## src/rtl/pb_input_port_if.sv

```systemverilog
// Push-button port bundle between the raw button pins/core and pb_input_port.
// master = core/pin side, slave = conditioning block.
interface pb_input_port_if;
    localparam int unsigned NUM_PB = 4;

    logic [NUM_PB-1:0] pb_raw;
    logic              in_rd;
    logic [NUM_PB-1:0] pushbuttons;
    logic [NUM_PB-1:0] pb_level;
    logic [NUM_PB-1:0] pb_event;

    modport master (
        output pb_raw,
        output in_rd,
        input  pushbuttons,
        input  pb_level,
        input  pb_event
    );

    modport slave (
        input  pb_raw,
        input  in_rd,
        output pushbuttons,
        output pb_level,
        output pb_event
    );
endinterface

```

## src/rtl/pb_input_port.sv

```systemverilog
// Push-button conditioning: 2-flop synchroniser, per-bit debounce FSM, optional sticky press latch.
// Define PB_STICKY_EN to present the press latch (cleared by in_rd) instead of the debounced level.
module pb_input_port #(
    parameter int unsigned DEBOUNCE_CYCLES = 4,
    parameter int unsigned CNT_W           = 8
) (
    input  logic             clock,
    input  logic             reset,
    pb_input_port_if.slave   pb
);
    localparam int unsigned NUM_PB = 4;
    localparam logic [CNT_W-1:0] CNT_LAST = CNT_W'(DEBOUNCE_CYCLES - 1);
    localparam logic [CNT_W-1:0] CNT_ONE  = CNT_W'(1);

    typedef enum logic [1:0] {
        S_RELEASED     = 2'd0,
        S_PRESS_WAIT   = 2'd1,
        S_PRESSED      = 2'd2,
        S_RELEASE_WAIT = 2'd3
    } pb_state_e;

    logic [NUM_PB-1:0] r_s1;
    logic [NUM_PB-1:0] r_s2;
    logic [NUM_PB-1:0] r_level;
    logic [NUM_PB-1:0] r_event;
    pb_state_e         r_state [NUM_PB];
    logic [CNT_W-1:0]  r_cnt   [NUM_PB];

    // Two-stage synchroniser for the asynchronous button pins.
    always_ff @(posedge clock) begin
        if (reset) begin
            r_s1 <= '0;
            r_s2 <= '0;
        end else begin
            r_s1 <= pb.pb_raw;
            r_s2 <= r_s1;
        end
    end

    // Independent debounce FSM per bit; a change is accepted after DEBOUNCE_CYCLES equal samples.
    always_ff @(posedge clock) begin
        if (reset) begin
            for (int i = 0; i < NUM_PB; i++) begin
                r_state[i] <= S_RELEASED;
                r_cnt[i]   <= '0;
            end
            r_level <= '0;
            r_event <= '0;
        end else begin
            r_event <= '0;
            for (int i = 0; i < NUM_PB; i++) begin
                case (r_state[i])
                    S_RELEASED: begin
                        if (r_s2[i]) begin
                            r_state[i] <= S_PRESS_WAIT;
                            r_cnt[i]   <= CNT_ONE;
                        end else begin
                            r_cnt[i]   <= '0;
                        end
                    end
                    S_PRESS_WAIT: begin
                        if (!r_s2[i]) begin
                            r_state[i] <= S_RELEASED;
                            r_cnt[i]   <= '0;
                        end else if (r_cnt[i] == CNT_LAST) begin
                            r_state[i] <= S_PRESSED;
                            r_cnt[i]   <= '0;
                            r_level[i] <= 1'b1;
                            r_event[i] <= 1'b1;
                        end else begin
                            r_cnt[i]   <= r_cnt[i] + CNT_ONE;
                        end
                    end
                    S_PRESSED: begin
                        if (!r_s2[i]) begin
                            r_state[i] <= S_RELEASE_WAIT;
                            r_cnt[i]   <= CNT_ONE;
                        end else begin
                            r_cnt[i]   <= '0;
                        end
                    end
                    S_RELEASE_WAIT: begin
                        if (r_s2[i]) begin
                            r_state[i] <= S_PRESSED;
                            r_cnt[i]   <= '0;
                        end else if (r_cnt[i] == CNT_LAST) begin
                            r_state[i] <= S_RELEASED;
                            r_cnt[i]   <= '0;
                            r_level[i] <= 1'b0;
                        end else begin
                            r_cnt[i]   <= r_cnt[i] + CNT_ONE;
                        end
                    end
                    default: begin
                        r_state[i] <= S_RELEASED;
                        r_cnt[i]   <= '0;
                    end
                endcase
            end
        end
    end

    assign pb.pb_level = r_level;
    assign pb.pb_event = r_event;

`ifdef PB_STICKY_EN
    logic [NUM_PB-1:0] r_latch;

    // Set beats clear so a press coinciding with the core's read is never lost.
    always_ff @(posedge clock) begin
        if (reset) begin
            r_latch <= '0;
        end else begin
            r_latch <= (r_latch & ~{NUM_PB{pb.in_rd}}) | r_event;
        end
    end

    assign pb.pushbuttons = r_latch;
`else
    assign pb.pushbuttons = r_level;
`endif

endmodule
```

## src/flat_wrapper.sv

```systemverilog
// flat-port wrapper written by rule: the top's interface ports become plain ports
module pb_input_port_flat 
#(
    parameter int unsigned DEBOUNCE_CYCLES = 4,
    parameter int unsigned CNT_W           = 8
)
  (clock, reset, pb_pb_raw, pb_in_rd, pb_pushbuttons, pb_pb_level, pb_pb_event);
  pb_input_port_if pb_i ();
  input  logic clock;
  input  logic reset;
  input wire logic [$bits(pb_i.pb_raw)-1:0] pb_pb_raw;
  input wire logic [$bits(pb_i.in_rd)-1:0] pb_in_rd;
  output wire logic [$bits(pb_i.pushbuttons)-1:0] pb_pushbuttons;
  output wire logic [$bits(pb_i.pb_level)-1:0] pb_pb_level;
  output wire logic [$bits(pb_i.pb_event)-1:0] pb_pb_event;
  assign pb_i.pb_raw = pb_pb_raw;
  assign pb_i.in_rd = pb_in_rd;
  assign pb_pushbuttons = pb_i.pushbuttons;
  assign pb_pb_level = pb_i.pb_level;
  assign pb_pb_event = pb_i.pb_event;
  pb_input_port #(.DEBOUNCE_CYCLES(DEBOUNCE_CYCLES), .CNT_W(CNT_W)) u_core (.clock(clock), .reset(reset), .pb(pb_i));
endmodule
```

## config.mk

```make
export PLATFORM = sky130hd
export DESIGN_NAME = pb_input_port_flat
export DESIGN_NICKNAME = d
export VERILOG_FILES = /design/src/rtl/pb_input_port_if.sv /design/src/rtl/pb_input_port.sv /design/src/flat_wrapper.sv
export SDC_FILE = /design/constraint.sdc
export NUM_CORES = 1
export LEC_CHECK = 0
export ABC_AREA = 1
export CAP_MARGIN = 10
export CORE_MARGIN = 2
export CORE_UTILIZATION = 59
export DETAILED_ROUTE_END_ITERATION = 8
export PLACE_DENSITY = 0.83
export SLEW_MARGIN = 20
export SYNTH_ARGS = -nofsm -noshare
export SYNTH_HDL_FRONTEND = slang
export SYNTH_SLANG_ARGS = --single-unit
```

## constraint.sdc

```tcl
create_clock -name clock -period 1.85 [get_ports clock]
set_input_delay 0.2775 -clock clock [delete_from_list [all_inputs] [get_ports clock]]
set_output_delay 0.2775 -clock clock [all_outputs]
set_load 0.02 [all_outputs]
```

# --- Word level (Yosys, flattened, before mapping) ---
# Memories as Yosys holds them, arrays and structs flattened.
# Cells that the tools add are included.
classes:
  add_sub_neg: 4
  n_eq_ne: 32
  muxes: 238
  bitwise_logic: 64
  reduce_logical: 12
ops:
  columns: ["operator", "count"]
  rows:
  - ["$mux W8", 40]
  - ["$mux W1", 170]
  - ["$or A1 B1 Y1", 64]
  - ["$mux W2", 24]
  - ["$add A8 B1 Y8 const B", 4]
  - ["$eq A8 B2 Y1 const B", 4]
  - ["$ne A2 B1 Y1 const B", 12]
  - ["$reduce_and A5 Y1", 4]
  - ["$eq A2 B2 Y1 const B", 8]
  - ["$eq A2 B1 Y1 const B", 4]
  - ["$logic_not A2 Y1", 4]
  - ["$ne A2 B2 Y1 const B", 4]
  - ["$pmux W1 S2", 4]
  - ["$reduce_bool A2 Y1", 4]
totals:
  ff_bits: 16
  mem_bits_rw: 40
  inputBits: 7
  output_inout_bits: 12
  word_cells: 359
  n_memories: 2
memory_table:
  columns: ["name", "depth", "width", "rd", "rd_ports_with_merged_regs", "write_ports", "line", "source"]
  rows:
  - ["u_core.r_cnt", 4, 8, 4, 0, 4, "pb_input_port.sv:27", "logic [CNT_W-1:0] r_cnt [NUM_PB];"]
  - ["u_core.r_state", 4, 2, 4, 0, 4, "pb_input_port.sv:26", "pb_state_e r_state [NUM_PB];"]

# --- Longest topological paths before layout ---
logic_depth:
  depth_word: 14
  depth_mapped: 9

# --- Worst setup path after synthesis ---
# OpenSTA, ideal clock, no wires.
synth_path:
  path_type: "register to register"
  start: "mem u_core.r_cnt[1][0]"
  end: "mem u_core.r_state[0][2] in the netlist's numbering, enable pin"
  setup_ns: 0.249
  arrival_ns: 1.191
  slack_ns: 0.409
  stages_incl_launch_ff: 10
  n_path_buf: 0
  path_cell_list: "edfxtp_1 > ha_1 > nand2_1 > nor2_1 > nand2_2 > inv_1 > nand2_1 > nand2_1 > nor2_1 > nand2_1"
synth_rtl:
  columns: ["item", "line"]
  rows:
  - ["start: declaration", "pb_input_port.sv:27"]
  - ["end: declaration", "pb_input_port.sv:26"]

==> results_dict.tcl <==
set metrics [dict create \
    setup_ws_ns 0.278 \
    detailed_place_hpwl_um 3570 \
    synthMuxAreaShare_pct 0 \
    final_layout_size_suffix_gt1_share_pct 10.0 \
    grt_usage_pct 18.0 \
    synth_edf_count 40 \
    synthAdderAreaFrac_pct 1.62 \
    clock_skew_ns 0.00885 \
    num-nets-final 440 \
    die_area_um2 5820 \
    fin_cells 500 \
    crit_arrival_ns 1.61 \
    dpl_worst_slack_ns -0.0164 \
    ys_ff_latch 56 \
    finalMaxSlewViolations 0 \
    cts_tree "yes" \
    pin_count 19 \
    multi_input_area_um2 1390 \
    synth_ff_type "edfxtp_1" \
    numPortBuffers 17 \
    fmax_ghz 0.636 \
    drt_iter0_drc 132 \
    h-tree-depth 2 \
    diodes 0 \
    max_cap_violations 0 \
    worst_ir_drop_vdd_mv 0.493 \
    mappedNetlistArea_um2 3080 \
    synth_top_family_by_area "simple AND/OR/NAND/NOR gates" \
    cts_root_buf "clkbuf_8" \
    num-fill-cells 427 \
    rsz0062_at_grt "false" \
    grt_pass1_wl_um 8620 \
    clockBufferDepth 2 \
    synth.distinct_cells 34 \
    hold_viol 0 \
    status "completed" \
    fin_crit_ns 1.57 \
    grt_pass1_vias 2179 \
    drt-total-wl_um 4830 \
    synthSimpleGateAreaFrac_pct 31.3 \
    cts_made_buffers 5 \
    p_per_area_nw_per_um2 695 \
    clock_latency_ns 0.31 \
    dp_cells 492 \
    drtAntennaViolNets 0 \
    syn_inst 373 \
    ys.warnings.count 0 \
    cts_resized 0 \
    final_cell_mix "71 x nand2_1, 70 x nor2_1, 59 x inv_1" \
    synthArstFlopShare_pct 0 \
    viasPerCell 4.58 \
    syn_to_final_growth_pct 15.8 \
    coreArea_um2 5070 \
    dr.pass1.iters 4 \
    criticalPathCategory "flop to flop" \
    final_common_cell "nand2_1" \
    hold_class "flop to flop" \
    die_h_um 76.3 \
    path_clk_slew_ns 0.10 \
    setup_viol 0 \
    vias 2290 \
    num_rows 26 \
    synth_compound_area_share_pct 3.13 \
    final_util_pct 70.3 \
    synthXorXnorAreaFrac_pct 5.11 \
    post-route-period-util_pct 85.0 \
    leakage_nw 1.62 \
    start_util_pct 60.7 \
    globalplace.congestion 0.868 \
    setup_tns_ns 0 \
    holdBufCountCts 0 \
    cp-start-kind "flop" \
    postSynthAreaPerCell_um2 8.27 \
    cts.sinks 56 \
    drc 0 \
    regArea_um2 1520 \
    die_width_um 76.3 \
    ys_seq_area_share_pct 49.4 \
    cp.required_ns 1.88 \
    cts_setup_buffers 0 \
    critPathCaptureType "flop" \
    grt_overflow 0 \
    antenna_found_initial 0 \
    cp_max_fo 6 \
    grt_max_degree 20 \
    wl_per_cell_um 9.67 \
]
[through the flow]
| stage | hold slack, ns | instance area, um2 | total power (W) |
|---|---|---|---|
| CTS | 0.409 | 3570 | 0.00249 |
| finish | 0.406 | 3570 | 0.00248 |
| global placement | 0.390 | 3480 | 0.00180 |
| detailed placement | 0.397 | 3480 | 0.00182 |
| global route | 0.423 | 3570 | 0.00260 |
| floorplan | 0.384 | 3200 | 0.00174 |
[worst paths after layout]
| check | start | to | slack (ns) | depth (start not counted) |
|---|---|---|---|---|
| setup / recovery | u_core.r_cnt[1][0]$_SDFFCE_PN0P_ | u_core.r_state[0][2]$_SDFFCE_PP0P_ | 0.28 | 7 |
| hold / removal | u_core.r_s1[1]$_SDFF_PP0_ | u_core.r_s2[1]$_SDFF_PP0_ | 0.41 | 2 |
| setup reg to reg | u_core.r_cnt[1][0]$_SDFFCE_PN0P_ | u_core.r_state[0][2]$_SDFFCE_PP0P_ | 0.28 | 7 |
| hold reg to reg | u_core.r_s1[1]$_SDFF_PP0_ | u_core.r_s2[1]$_SDFF_PP0_ | 0.41 | 2 |
[Yosys cell counts (2+ instances only)]
| cell type | number | area, um2 |
|---|---|---|
| nand2_1 | 71 | 267 |
| nor2_1 | 70 | 263 |
| inv_1 | 59 | 221 |
| edfxtp_1 | 40 | 1200 |
| nand3_1 | 31 | 155 |
| dfxtp_1 | 16 | 320 |
| xor2_1 | 16 | 140 |
| nor3_1 | 8 | 40.0 |
| inv_2 | 5 | 18.8 |
| o21ai_0 | 5 | 25.0 |
| a21oi_1 | 4 | 20.0 |
| buf_4 | 4 | 30.0 |
| ha_1 | 4 | 50.1 |
| nand2_2 | 4 | 25.0 |
| nand4_1 | 4 | 25.0 |
| nor2_4 | 4 | 45.0 |
| nor3b_2 | 4 | 50.1 |
| nand3_2 | 3 | 30.0 |
| nor2_2 | 3 | 18.8 |
| nor3_2 | 2 | 20.0 |
| o31ai_1 | 2 | 15.0 |
| xnor2_1 | 2 | 17.5 |
[layout make-up]
type / count / area share (%)
Inverter: 64 / 6.73
Multi-Input combinational cell: 277 / 38.9
Timing Repair Buffer: 25 / 6.80
Clock buffer: 8 / 2.52
Sequential cell: 56 / 42.6
Tap cell: 70 / 2.45
[cells by family after synthesis]
logic type,Yosys count
xor+xnor,18
other cells,1
flops,56
buf+inv,71
compound gates,16
fa+ha+maj,4
simple gates,207
[routing by layer]
metal / global-route usage, % / up-vias / part of all wire (%)
met5: 0 / - / 0
met4: 9.64 / 0 / 2.0
met3: 2.96 / 10 / 2.6
met2: 30.4 / 34 / 48
met1: 22.3 / 990 / 48
li1: - / 1256 / -
[registers in the layout, summed over array words and instances (netlist names)]
name / cells
u_core.r_cnt: 32
u_core.r_state: 8
u_core.pb.pb_event: 4
u_core.pb.pb_level: 4
u_core.r_s1: 4
u_core.r_s2: 4
[worst max-delay path: stages, from the launching register on]
cell and delay, ns:
edfxtp_1 0.40, ha_1 0.23, nand2_1 0.07, nor2_1 0.12, nand2_2 0.13, o21ai_0 0.19
nor2_1 0.06, nand2_1 0.10
[where the power goes]
part / internal (W) / switching (W) / total, W
sequential: 0.00143 / 0.0000708 / 0.00150
clock: 0.000306 / 0.000380 / 0.000686
combinational: 0.000110 / 0.000185 / 0.000295
total: 0.00185 / 0.000635 / 0.00248
(Power assumes the default switching activity.)
